--- config.mk ---
export PLATFORM = sky130hd
export DESIGN_NAME = tpu_skew_feeder
export DESIGN_NICKNAME = d
export VERILOG_FILES = /design/src/rtl/tpu_skew_feeder.sv
export SDC_FILE = /design/constraint.sdc
export NUM_CORES = 1
export LEC_CHECK = 0
export CORE_MARGIN = 8
export CORE_UTILIZATION = 45
export DETAILED_ROUTE_END_ITERATION = 6
export PLACE_DENSITY = 0.66
export SKIP_LAST_GASP = 1
export SLEW_MARGIN = 0
export SYNTH_ARGS = -nofsm -noshare
export SYNTH_HDL_FRONTEND = slang
export SYNTH_SLANG_ARGS = --single-unit
--- constraint.sdc ---
create_clock -name clk -period 3.2 [get_ports clk]
set_clock_uncertainty 0.1 [all_clocks]
set_input_delay 0.32 -clock clk [delete_from_list [all_inputs] [get_ports clk]]
set_output_delay 0.32 -clock clk [all_outputs]
set_load 0.1 [all_outputs]
--- src/rtl/tpu_skew_feeder.sv ---
// Operand feeder for one edge of a DIM x DIM systolic MAC array: accepts one
// vector per handshake, re-emits it diagonally skewed, then drains zeros.
module tpu_skew_feeder #(
    parameter int BITS_AB = 8,
    parameter int DIM     = 8
) (
    input  logic                   clk,
    input  logic                   rst_n,
    input  logic                   vld_in,
    output logic                   rdy_out,
    input  logic [DIM*BITS_AB-1:0] vec_in,
    input  logic                   last_in,
    output logic [DIM*BITS_AB-1:0] a_skew,
    output logic                   en_out,
    output logic                   busy,
    output logic                   done
);
    localparam int DRAIN_N = 2*DIM - 2;
    localparam int CW      = $clog2(DIM + 1);
    localparam int DW      = $clog2(2*DIM);
    localparam logic [CW-1:0] CNT_MAX    = CW'(DIM);
    localparam logic [CW-1:0] CNT_LAST   = CW'(DIM - 1);
    localparam logic [DW-1:0] DRAIN_LAST = DW'((DRAIN_N > 0) ? DRAIN_N - 1 : 0);

    typedef enum logic [1:0] {IDLE, FEED, DRAIN} state_e;

    state_e          state_q, state_d;
    logic [CW-1:0]   cnt_q, cnt_d;
    logic [DW-1:0]   drain_q, drain_d;
    logic            en_q, done_q, done_d;
    logic            accept, shift;

    assign rdy_out = (state_q != DRAIN);
    assign busy    = (state_q != IDLE);
    assign accept  = vld_in & rdy_out;
    assign shift   = accept | (state_q == DRAIN);
    assign en_out  = en_q;
    assign done    = done_q;

    always_comb begin
        state_d = state_q;
        cnt_d   = cnt_q;
        drain_d = drain_q;
        done_d  = 1'b0;
        case (state_q)
            IDLE, FEED: begin
                if (accept) begin
                    if (cnt_q != CNT_MAX) cnt_d = cnt_q + 1'b1;
                    // The DIM-th vector closes the tile even without last_in.
                    if (last_in || (cnt_q == CNT_LAST)) begin
                        drain_d = '0;
                        if (DRAIN_N == 0) begin
                            state_d = IDLE;
                            cnt_d   = '0;
                            done_d  = 1'b1;
                        end else begin
                            state_d = DRAIN;
                        end
                    end else begin
                        state_d = FEED;
                    end
                end
            end
            DRAIN: begin
                drain_d = drain_q + 1'b1;
                if (drain_q == DRAIN_LAST) begin
                    state_d = IDLE;
                    cnt_d   = '0;
                    drain_d = '0;
                    done_d  = 1'b1;
                end
            end
            default: begin
                state_d = IDLE;
                cnt_d   = '0;
                drain_d = '0;
            end
        endcase
    end

    always_ff @(posedge clk or negedge rst_n) begin
        if (!rst_n) begin
            state_q <= IDLE;
            cnt_q   <= '0;
            drain_q <= '0;
            en_q    <= 1'b0;
            done_q  <= 1'b0;
        end else begin
            state_q <= state_d;
            cnt_q   <= cnt_d;
            drain_q <= drain_d;
            en_q    <= shift;
            done_q  <= done_d;
        end
    end

    // Lane i is i+1 deep so its data lags lane 0 by i enabled cycles.
    for (genvar i = 0; i < DIM; i++) begin : g_lane
        logic [i:0][BITS_AB-1:0] pipe_q;

        always_ff @(posedge clk or negedge rst_n) begin
            if (!rst_n) begin
                pipe_q <= '0;
            end else if (shift) begin
                pipe_q[0] <= accept ? vec_in[i*BITS_AB +: BITS_AB] : '0;
                for (int s = 1; s <= i; s++) pipe_q[s] <= pipe_q[s-1];
            end
        end

        assign a_skew[i*BITS_AB +: BITS_AB] = pipe_q[i];
    end

endmodule

==> qor.csv, run 1 <==
stage;metric;value;unit
clocking;worst skew pair latency;0.49;ns
clocking;H-Tree Depth;2;
final_layout;register area;7510;µm²
floorplan;Die Wd;185;µm
global_route;largest net degree at the start of global routing;96;
routing;via count;6066;
job;# Max-Cap Violations;0;
status;outcome;complete, no violations;
place;Post-Place Worst Slack;0.717;ns
power;P per Cell Area;1140;nW/µm²
synthesis;Ys Warns;0;
final_layout;diode count;0;
routing;vias per cell;4.73;
sta;Worst Tran Pin Value;0.999;ns
global_route;Overflow after GRT;0;
clocking;CTS Hold Bufs;1;
synthesis;Mapped Avg Cell Area;16.3;µm²
routing;per-cell routed wire length;16.5;µm
sta;period utilization;77.5;%
clocking;deepest clock path buffer count;3;
critical_path;Critical Path End Type;flip-flop;
power;maximum vdd drop;0.605;mV
power;total power;17.1;mW
synthesis;ys flop type;dfrtp_1;
floorplan;number of placed I/O pins;136;
synthesis;Synth area leader;dfrtp_1;
clocking;# Post-CTS Setup Buffers;0;
synthesis;Yosys reg bits;300;
place;Post-Place Cells;1224;
global_route;vias in the first global route;6519;
synthesis;Mapped Area;12900;µm²
critical_path;critical path type;reg -> reg;
final_layout;synth-to-layout area growth;16.3;%
sta;max frequency;403;MHz
clocking;Root Buffer;clkbuf_16;
sta;Relative slew margins;33.2;%
place;routability cong.;0.665;
routing;1st-pass router iterations;4;
sta;unrepaired setup endpoints after global routing;no;
synthesis;cells after synthesis;792;
critical_path;crit-path max FO;95;
final_layout;area of the multi-input gates;4410;µm²
synthesis;Netlist cell types;31;
sta;Sum Neg Setup Slack;0;ns
floorplan;Die Footprint;34400;µm²
routing;final WL;21.2;mm
sta;worst hold margin;0.290;ns
global_route;first-pass GRT wire length;35.3;mm
sta;Final Hold Fails;0;
final_layout;Final Net Count;950;
clocking;CTS Sinks;300;
synthesis;syn nets;864;
synthesis;most frequent cell after synthesis;dfrtp_1;
critical_path;Worst EP arrival;2.75;ns
sta;minimum clock period;2.48;ns
clocking;TritonCTS Buffers;35;
synthesis;synth cell count leaders;dfrtp_1 (300), mux2_4 (194), mux2i_1 (66), nor2_1 (66), buf_4 (61);
sta;Setup-failing EPs final;0;
place;Buffers on Ports;135;
routing;initial DRC count;307;
worst_hold_path;Worst Hold Class;in -> reg;
final_layout;non-filler cells, final;1283;
power;static leakage;7.31;nW
global_route;Total Routing Usage GR;12.7;%
global_route;initial antenna violation count;1;
critical_path;Worst Setup Start Kind;flip-flop;
floorplan;Std-Cell Rows;62;
place;DP HPWL;13.0;mm
synthesis;sequential-to-total area share from yosys stat;58.2;%
synthesis;share of flip-flops with an asynchronous set or reset;100;%
clocking;Reg clk slew, reported paths;0.06;ns
final_layout;share of layout cells above drive strength 1;33.8;%
critical_path;CP Data Required Time;3.47;ns
routing;Routed Antenna Nets;0;
floorplan;Starting Density;45.3;%
clocking;CTS tree;built;
synthesis;largest cells by area after synthesis;dfrtp_1 (58%), mux2_4 (23%), mux2i_1 (5.1%), buf_4 (3.5%), buf_12 (3.3%);
routing;Residual DRC;0;
synthesis;Synth top area share;58.2;%
final_layout;fill count;2340;
floorplan;Die Y;185;µm
clocking;CTS resizes;0;
synthesis;Post-synth EDFFs;0;
sta;Final Worst Setup Slack;0.719;ns
floorplan;area of the core;28500;µm²
sta;Pins Over Slew Limit;0;
## worst max-delay path: stages (launching register included)
cell,delay (ns)
dfrtp_1,0.45
nor2b_4,0.25
nor2_8,0.42
buf_12,0.56
inv_4,0.11
mux2_4,0.33
## cell type report
type                            count  area share (%)
Clock buffer                       53            7.03
Timing Repair Buffer              146            9.80
Inverter                            8           0.217
Clock inverter                      5           0.375
Sequential cell                   300            50.0
Tap cell                          384            3.20
Multi-Input combinational cell    387            29.4
## power breakdown
| part | total, mW | internal (mW) | switching, mW | leakage, nW |
|---|---|---|---|---|
| clock | 3.80 | 2.35 | 1.45 | 0.549 |
| sequential | 6.23 | 5.34 | 0.884 | 3.91 |
| combinational | 7.03 | 2.95 | 4.09 | 2.85 |
## layout by cell type, fill, tap and decap left out, drive strengths merged, types with 2 or more instances in the layout
master and n:
clkdlybuf4s50 121, mux2i 66, clkinv 3, nor2b 2, inv 9, a21oi 2, a31oi 4, clkbuf 53
ha 4, or2 2, dfrtp 300, nand2 2, o22ai 3, buf 24, mux2 225, nor2 67
## routing by layer
layer  routed length (µm)  part of all wire (%)  track usage, %  vias up
met3                 1090                   5.1            3.22       36
li1                     -                     -               -     2850
met2                 9720                    46            19.5      111
met4                  497                   2.3            4.39        2
met5                   13                 0.061               0        -
met1                 9880                    47            17.3     3067
## path summary, 6_finish.rpt
kind,from,end,slack [ns],depth (start not counted)
setup / recovery,state_q[1],a_skew[17],0.72,5
min in group asynchronous,rst_n,g_lane[5].pipe_q[23],0.32,2
hold / removal,vld_in,g_lane[1].pipe_q[6],0.29,3
hold reg to reg,g_lane[6].pipe_q[31],g_lane[6].pipe_q[31],0.40,1
setup reg to reg,state_q[1],a_skew[17],0.72,5
max in group asynchronous,rst_n,g_lane[7].pipe_q[4],1.77,3
## registers in the layout, indices dropped and copies added (netlist names)
| name | flops |
|---|---|
| g_lane.pipe_q | 232 |
| a_skew | 56 |
| cnt_q | 4 |
| drain_q | 4 |
| state_q | 2 |
| done | 1 |
| en_out | 1 |
## cells by family (layout without fill, tap and decap cells)
logic type | count (synthesis) | after routing | synth area share, %
xor+xnor | 1 | 1 | 0.0679
compound gates | 16 | 16 | 0.834
fa+ha+maj | 4 | 4 | 0.388
mux | 291 | 291 | 30.4
simple gates | 75 | 75 | 2.47
flops | 300 | 300 | 58.2
buf+inv | 105 | 212 | 7.67
## stage by stage
step | util [%] | area (µm²)
after floorplan | - | 12900
after global placement | 48.8 | 13900
after detailed placement | 48.8 | 13900
after CTS | 52.7 | 15000
after global routing | 52.7 | 15000
final | 52.7 | 15000
(Power assumes the default switching activity.)
==> run 2, diff against run 1 <==
--- a/config.mk
+++ b/config.mk
@@ -8,7 +8,7 @@
 export CORE_MARGIN = 8
 export CORE_UTILIZATION = 45
 export DETAILED_ROUTE_END_ITERATION = 6
-export PLACE_DENSITY = 0.66
+export PLACE_DENSITY = 0.68
 export SKIP_LAST_GASP = 1
 export SLEW_MARGIN = 0
 export SYNTH_ARGS = -nofsm -noshare
==> constraint.sdc (replaced) <==
create_clock -name clk -period 2.1 [get_ports clk]
set_clock_uncertainty 0.1 [all_clocks]
set_input_delay 0.21 -clock clk [delete_from_list [all_inputs] [get_ports clk]]
set_output_delay 0.21 -clock clk [all_outputs]
set_load 0.1 [all_outputs]
==> run 2 against run 1 <==
Against the previous run: clock power rose by 47%; sequential share of layout area fell by 0.38 points; critical path depth fell by 1; die area did not move; via count rose by 0.66%; total power rose by 53%; largest power group unchanged; sequential cell count did not move; first-iteration DRC count fell by 3.6%.
==> qor.csv, run 2 (synthesis results as in run 1) <==
stage;metric;value;unit
clocking;CTS tree;built;
critical_path;CP Launch Point;state_q[0];
floorplan;number of placed I/O pins;136;
critical_path;reg-to-reg startpoint;state_q[0];
routing;final WL;21.7;mm
critical_path;Slowest cell on crit path;dfrtp_1;
place;placed instance area;14000;µm²
clocking;TritonCTS Buffers;34;
critical_path;R2R cell count;5;
worst_hold_path;Worst Hold Class;in -> async;
global_route;grt met2 use;20.2;%
sta;Pins Over Slew Limit;0;
final_layout;max reg flops;232;
routing;1st-pass router iterations;4;
sta;Final Hold Fails;0;
global_route;vias in the first global route;6573;
final_layout;Final Net Count;967;
floorplan;Die Footprint;34400;µm²
power;P per Cell Area;1730;nW/µm²
final_layout;synth-to-layout area growth;17.2;%
final_layout;post-route cell area;15100;µm²
clocking;Root Buffer;clkbuf_16;
clocking;CTS resizes;0;
place;Buffers on Ports;135;
global_route;gr busiest metal;met2;
global_route;GR met1 Demand/Resource;17.7;%
sta;period utilization;95.7;%
sta;Relative slew margins;50.4;%
critical_path;CP most frequent cell;buf_12;
clocking;H-Tree Depth;2;
critical_path;Critical Path End Type;output pin;
critical_path;crit-path max FO;17;
sta;worst hold margin;0.120;ns
power;static leakage;7.52;nW
status;outcome;complete, no violations;
clocking;deepest clock path buffer count;3;
global_route;largest net degree at the start of global routing;71;
critical_path;flop2flop setup slack;0.33;ns
place;Post-Place Worst Slack;0.163;ns
place;routability cong.;0.713;
global_route;first-pass GRT wire length;35.6;mm
clocking;# Post-CTS Setup Buffers;0;
sta;minimum clock period;2.01;ns
floorplan;Die Y;185;µm
routing;Residual DRC;0;
routing;vias per cell;4.69;
sta;Worst Tran Pin Value;0.744;ns
final_layout;most frequent cells in the layout;dfrtp_1 (300), mux2_4 (194), buf_4 (81);
place;DP HPWL;13.5;mm
final_layout;Util after Layout;53.1;%
sta;Final Worst Setup Slack;0.0902;ns
power;maximum vdd drop;0.703;mV
global_route;M3 GR Usage;2.61;%
floorplan;Die Wd;185;µm
global_route;Total Routing Usage GR;12.8;%
final_layout;commonest non-fill, non-tap cell in the layout;dfrtp_1;
clocking;worst skew pair latency;0.49;ns
critical_path;crit-path cells;nor2b_4 > buf_12 > inv_1 > buf_12;
routing;Routed Antenna Nets;0;
global_route;Overflow after GRT;0;
routing;via count;6106;
critical_path;critical path type;reg -> out;
job;# Max-Cap Violations;0;
floorplan;Starting Density;45.3;%
critical_path;FF-to-FF End;drain_q[2];
floorplan;area of the core;28500;µm²
routing;per-cell routed wire length;16.7;µm
global_route;initial antenna violation count;1;
routing;initial DRC count;296;
final_layout;Largest Register;g_lane.pipe_q;
final_layout;share of layout cells above drive strength 1;41.3;%
critical_path;CP Data Required Time;1.79;ns
floorplan;Std-Cell Rows;62;
clocking;CTS Sinks;300;
clocking;Reg clk slew, reported paths;0.06;ns
critical_path;Worst Setup Start Kind;flip-flop;
critical_path;slowest stage delay, CP;0.41;ns
sta;Setup-failing EPs final;0;
power;total power;26.1;mW
sta;max frequency;498;MHz
critical_path;Worst EP arrival;1.70;ns
[run 2: changes by cell type in the layout (fill, tap and decap cells not counted), sizes merged, moves of 2 or more]
cell | previous run | this run
clkdlybuf4s50 | 121 | 65
buf | 24 | 95
clkinv | 3 | 6
clkinvlp | 0 | 2
[run 2: repair_timing]
item / in CTS / in global routing
hold endpoints to repair: 301 / 0
endpoints found under the setup margin: 1 / 1
gates cloned: 1 / 1
hold buffers: 2 / 0
[run 2: worst max path at each step]
stage,cells past startpoint,slack [ns],endpoint
after floorplan,6,0.25,done
after global placement,5,0.21,drain_q[2]
after detailed placement,5,0.16,drain_q[2]
after CTS,4,0.005,rdy_out
after global routing,4,-0.001,rdy_out
final,4,0.09,rdy_out
[run 2: power breakdown]
part           switching [mW]  internal (mW)  leakage, nW
combinational            6.37           4.67         3.08
sequential               1.34           8.15         3.91
clock                    2.17           3.41        0.532
[run 2: through the flow]
step | TNS (ns) | std cells
after floorplan | 0 | 792
after global placement | 0 | 1239
after detailed placement | 0 | 1239
after CTS | 0 | 1301
after global routing | -0.00132 | 1303
final | 0 | 1303
[run 2: layout make-up]
class | count | area, µm²
Antenna cell | 1 | 2.50
Clock buffer | 51 | 1040
Clock inverter | 8 | 45.0
Fill cell | 2340 | 13300
Inverter | 8 | 32.5
Multi-Input combinational cell | 387 | 4410
Sequential cell | 300 | 7510
Tap cell | 384 | 480
Timing Repair Buffer | 164 | 1610
[run 2: worst max-delay path: cells and delay by family (launching register included)]
kind                   cells  cell delay (ns)
buffers and inverters      3             0.50
DFF                        1             0.41
and+or+nand+nor            1             0.28
[run 2: per-layer routing]
metal  part of all wire, %  wire (µm)
met2                    48      10300
met5                     0          0
met1                    46       9980
met3                   4.3        930
met4                   2.1        462
==> run 3, diff against run 2 <==
--- a/config.mk
+++ b/config.mk
@@ -7,8 +7,10 @@
 export LEC_CHECK = 0
 export CORE_MARGIN = 8
 export CORE_UTILIZATION = 45
+export CTS_CLUSTER_SIZE = 14
 export DETAILED_ROUTE_END_ITERATION = 6
-export PLACE_DENSITY = 0.68
+export PLACE_DENSITY = 0.66
+export REMOVE_ABC_BUFFERS = 1
 export SKIP_LAST_GASP = 1
 export SLEW_MARGIN = 0
 export SYNTH_ARGS = -nofsm -noshare
==> constraint.sdc (replaced) <==
create_clock -name clk -period 2.3 [get_ports clk]
set_clock_uncertainty 0.1 [all_clocks]
set_input_delay 0.23 -clock clk [delete_from_list [all_inputs] [get_ports clk]]
set_output_delay 0.23 -clock clk [all_outputs]
set_load 0.1 [all_outputs]
==> run 3 against run 2 <==
Against the previous run: core utilization is 0.29 points lower; total power is 9.2% lower; critical path depth stayed put; cell count is 0.77% lower; design area is 0.55% lower; non-clock buffer count is 6 lower; sequential cell count stayed put; combinational power is 9% lower; first-iteration DRC count is 14% lower; via count is 0.64% higher; sequential power is 8.5% lower; critical path type unchanged; highest routed layer unchanged.
==> qor.csv, run 3 (synthesis results as in run 1) <==
stage;metric;value;unit
final_layout;synth-to-layout area growth;16.6;%
final_layout;register area;7510;µm²
power;sequential power share;36.6;%
critical_path;Critical Path End Type;output pin;
final_layout;area of the multi-input gates;4410;µm²
final_layout;max reg flops;232;
critical_path;Slowest cell on crit path;dfrtp_1;
critical_path;slowest stage delay, CP;0.46;ns
place;Buffers on Ports;135;
routing;per-cell routed wire length;17.0;µm
sta;worst hold margin;0.157;ns
status;outcome;complete, no violations;
place;Post-Place Worst Slack;0.228;ns
sta;Final Hold Fails;0;
final_layout;Util after Layout;52.8;%
power;Pint;14.7;mW
clocking;H-Tree Depth;1;
sta;Setup-failing EPs final;0;
sta;minimum clock period;2.16;ns
power;combinational share of power;42.3;%
final_layout;Final Net Count;958;
place;routability cong.;0.680;
final_layout;fill count;2361;
sta;period utilization;93.9;%
final_layout;most frequent cells in the layout;dfrtp_1 (300), mux2_4 (194), buf_4 (75);
critical_path;CP Data Required Time;1.97;ns
clocking;Root Buffer;clkbuf_16;
sta;Final Worst Setup Slack;0.140;ns
floorplan;Starting Density;45.3;%
power;maximum vdd drop;0.895;mV
clocking;Reg clk slew, reported paths;0.06;ns
place;Post-Place Cells;1234;
sta;Worst Tran Pin Value;0.550;ns
critical_path;critical path type;reg -> out;
final_layout;Largest Register;g_lane.pipe_q;
routing;Residual DRC;0;
floorplan;Std-Cell Rows;62;
floorplan;Die Wd;185;µm
routing;Routed Antenna Nets;0;
critical_path;crit-path max FO;17;
floorplan;number of placed I/O pins;136;
critical_path;Worst Setup Start Kind;flip-flop;
floorplan;Die Y;185;µm
final_layout;post-route cell area;15000;µm²
final_layout;diode count;0;
power;clock power share;21.1;%
power;NetSw;9.00;mW
clocking;TritonCTS Buffers;31;
power;sw frac;38.0;%
global_route;first-pass GRT wire length;36.1;mm
clocking;CTS Sinks;300;
floorplan;area of the core;28500;µm²
critical_path;CP most frequent cell;buf_12;
clocking;CTS resizes;0;
place;DP HPWL;13.3;mm
floorplan;Die Footprint;34400;µm²
routing;via count;6145;
place;placed instance area;13900;µm²
global_route;Overflow after GRT;0;
clocking;CTS tree;built;
routing;initial DRC count;254;
routing;1st-pass router iterations;4;
global_route;initial antenna violation count;0;
routing;final WL;21.9;mm
sta;unrepaired setup endpoints after global routing;no;
power;total power;23.7;mW
global_route;largest net degree at the start of global routing;70;
sta;Relative slew margins;63.3;%
critical_path;Worst EP arrival;1.83;ns
critical_path;WP buf/inv;3;
sta;max frequency;463;MHz
power;P per Cell Area;1580;nW/µm²
power;static leakage;7.48;nW
routing;vias per cell;4.75;
sta;Sum Neg Setup Slack;0;ns
final_layout;share of layout cells above drive strength 1;40.8;%
worst_hold_path;Worst Hold Class;in -> async;
final_layout;non-filler cells, final;1293;
critical_path;Largest delay share family, worst path;buffers and inverters;
job;# Max-Cap Violations;0;
global_route;vias in the first global route;6575;
sta;Pins Over Slew Limit;0;
clocking;deepest clock path buffer count;3;
critical_path;crit-path cells;nor2b_4 > buf_12 > inv_1 > buf_12;
global_route;Total Routing Usage GR;12.8;%
final_layout;commonest non-fill, non-tap cell in the layout;dfrtp_1;
clocking;worst skew pair latency;0.54;ns
run 3: path summary, 6_finish.rpt:
| path | startpoint | to | slack [ns] | depth (start not counted) |
|---|---|---|---|---|
| min in group clk | vec_in[23] | g_lane[2].pipe_q[7] | 0.20 | 3 |
| hold reg to reg | drain_q[3] | drain_q[3] | 0.39 | 1 |
| max in group asynchronous | rst_n | a_skew[48] | 1.21 | 3 |
| setup / recovery | state_q[1] | rdy_out | 0.14 | 4 |
| setup reg to reg | state_q[1] | g_lane[2].pipe_q[14] | 0.41 | 5 |
| hold / removal | rst_n | a_skew[49] | 0.16 | 2 |
run 3: layer usage:
layer	GRT usage (%)	up-vias	wire length [µm]
met4	3.23	0	376
li1	-	2848	-
met3	3.39	36	1430
met5	0	-	0
met1	18.2	3128	10300
met2	19.3	133	9780
run 3: power groups by stage:
stage	logic (mW)	registers (mW)	clock network (mW)
3_5_place_dp	9.90	8.78	0
2_1_floorplan	4.73	11.8	0
6_report	10.0	8.67	5.01
4_1_cts	10.1	8.70	5.18
3_3_place_gp	9.76	8.69	0
5_1_grt	10.5	8.97	5.39
run 3: area by class of cell:
cell class / instances / share of cell area, %
flip-flops and latches: 300 / 49.9
multi-input cells: 387 / 29.3
repair buffers: 158 / 10.5
clock buffers: 50 / 6.36
well taps: 384 / 3.19
clock inverters: 6 / 0.532
inverters: 8 / 0.216
run 3: timing repair:
item,4_1_cts,5_1_grt
hold buffers,1,0
cloned,1,1
endpoints found under the setup margin,1,1
hold endpoints to repair,100,0
buffers inserted,0,0
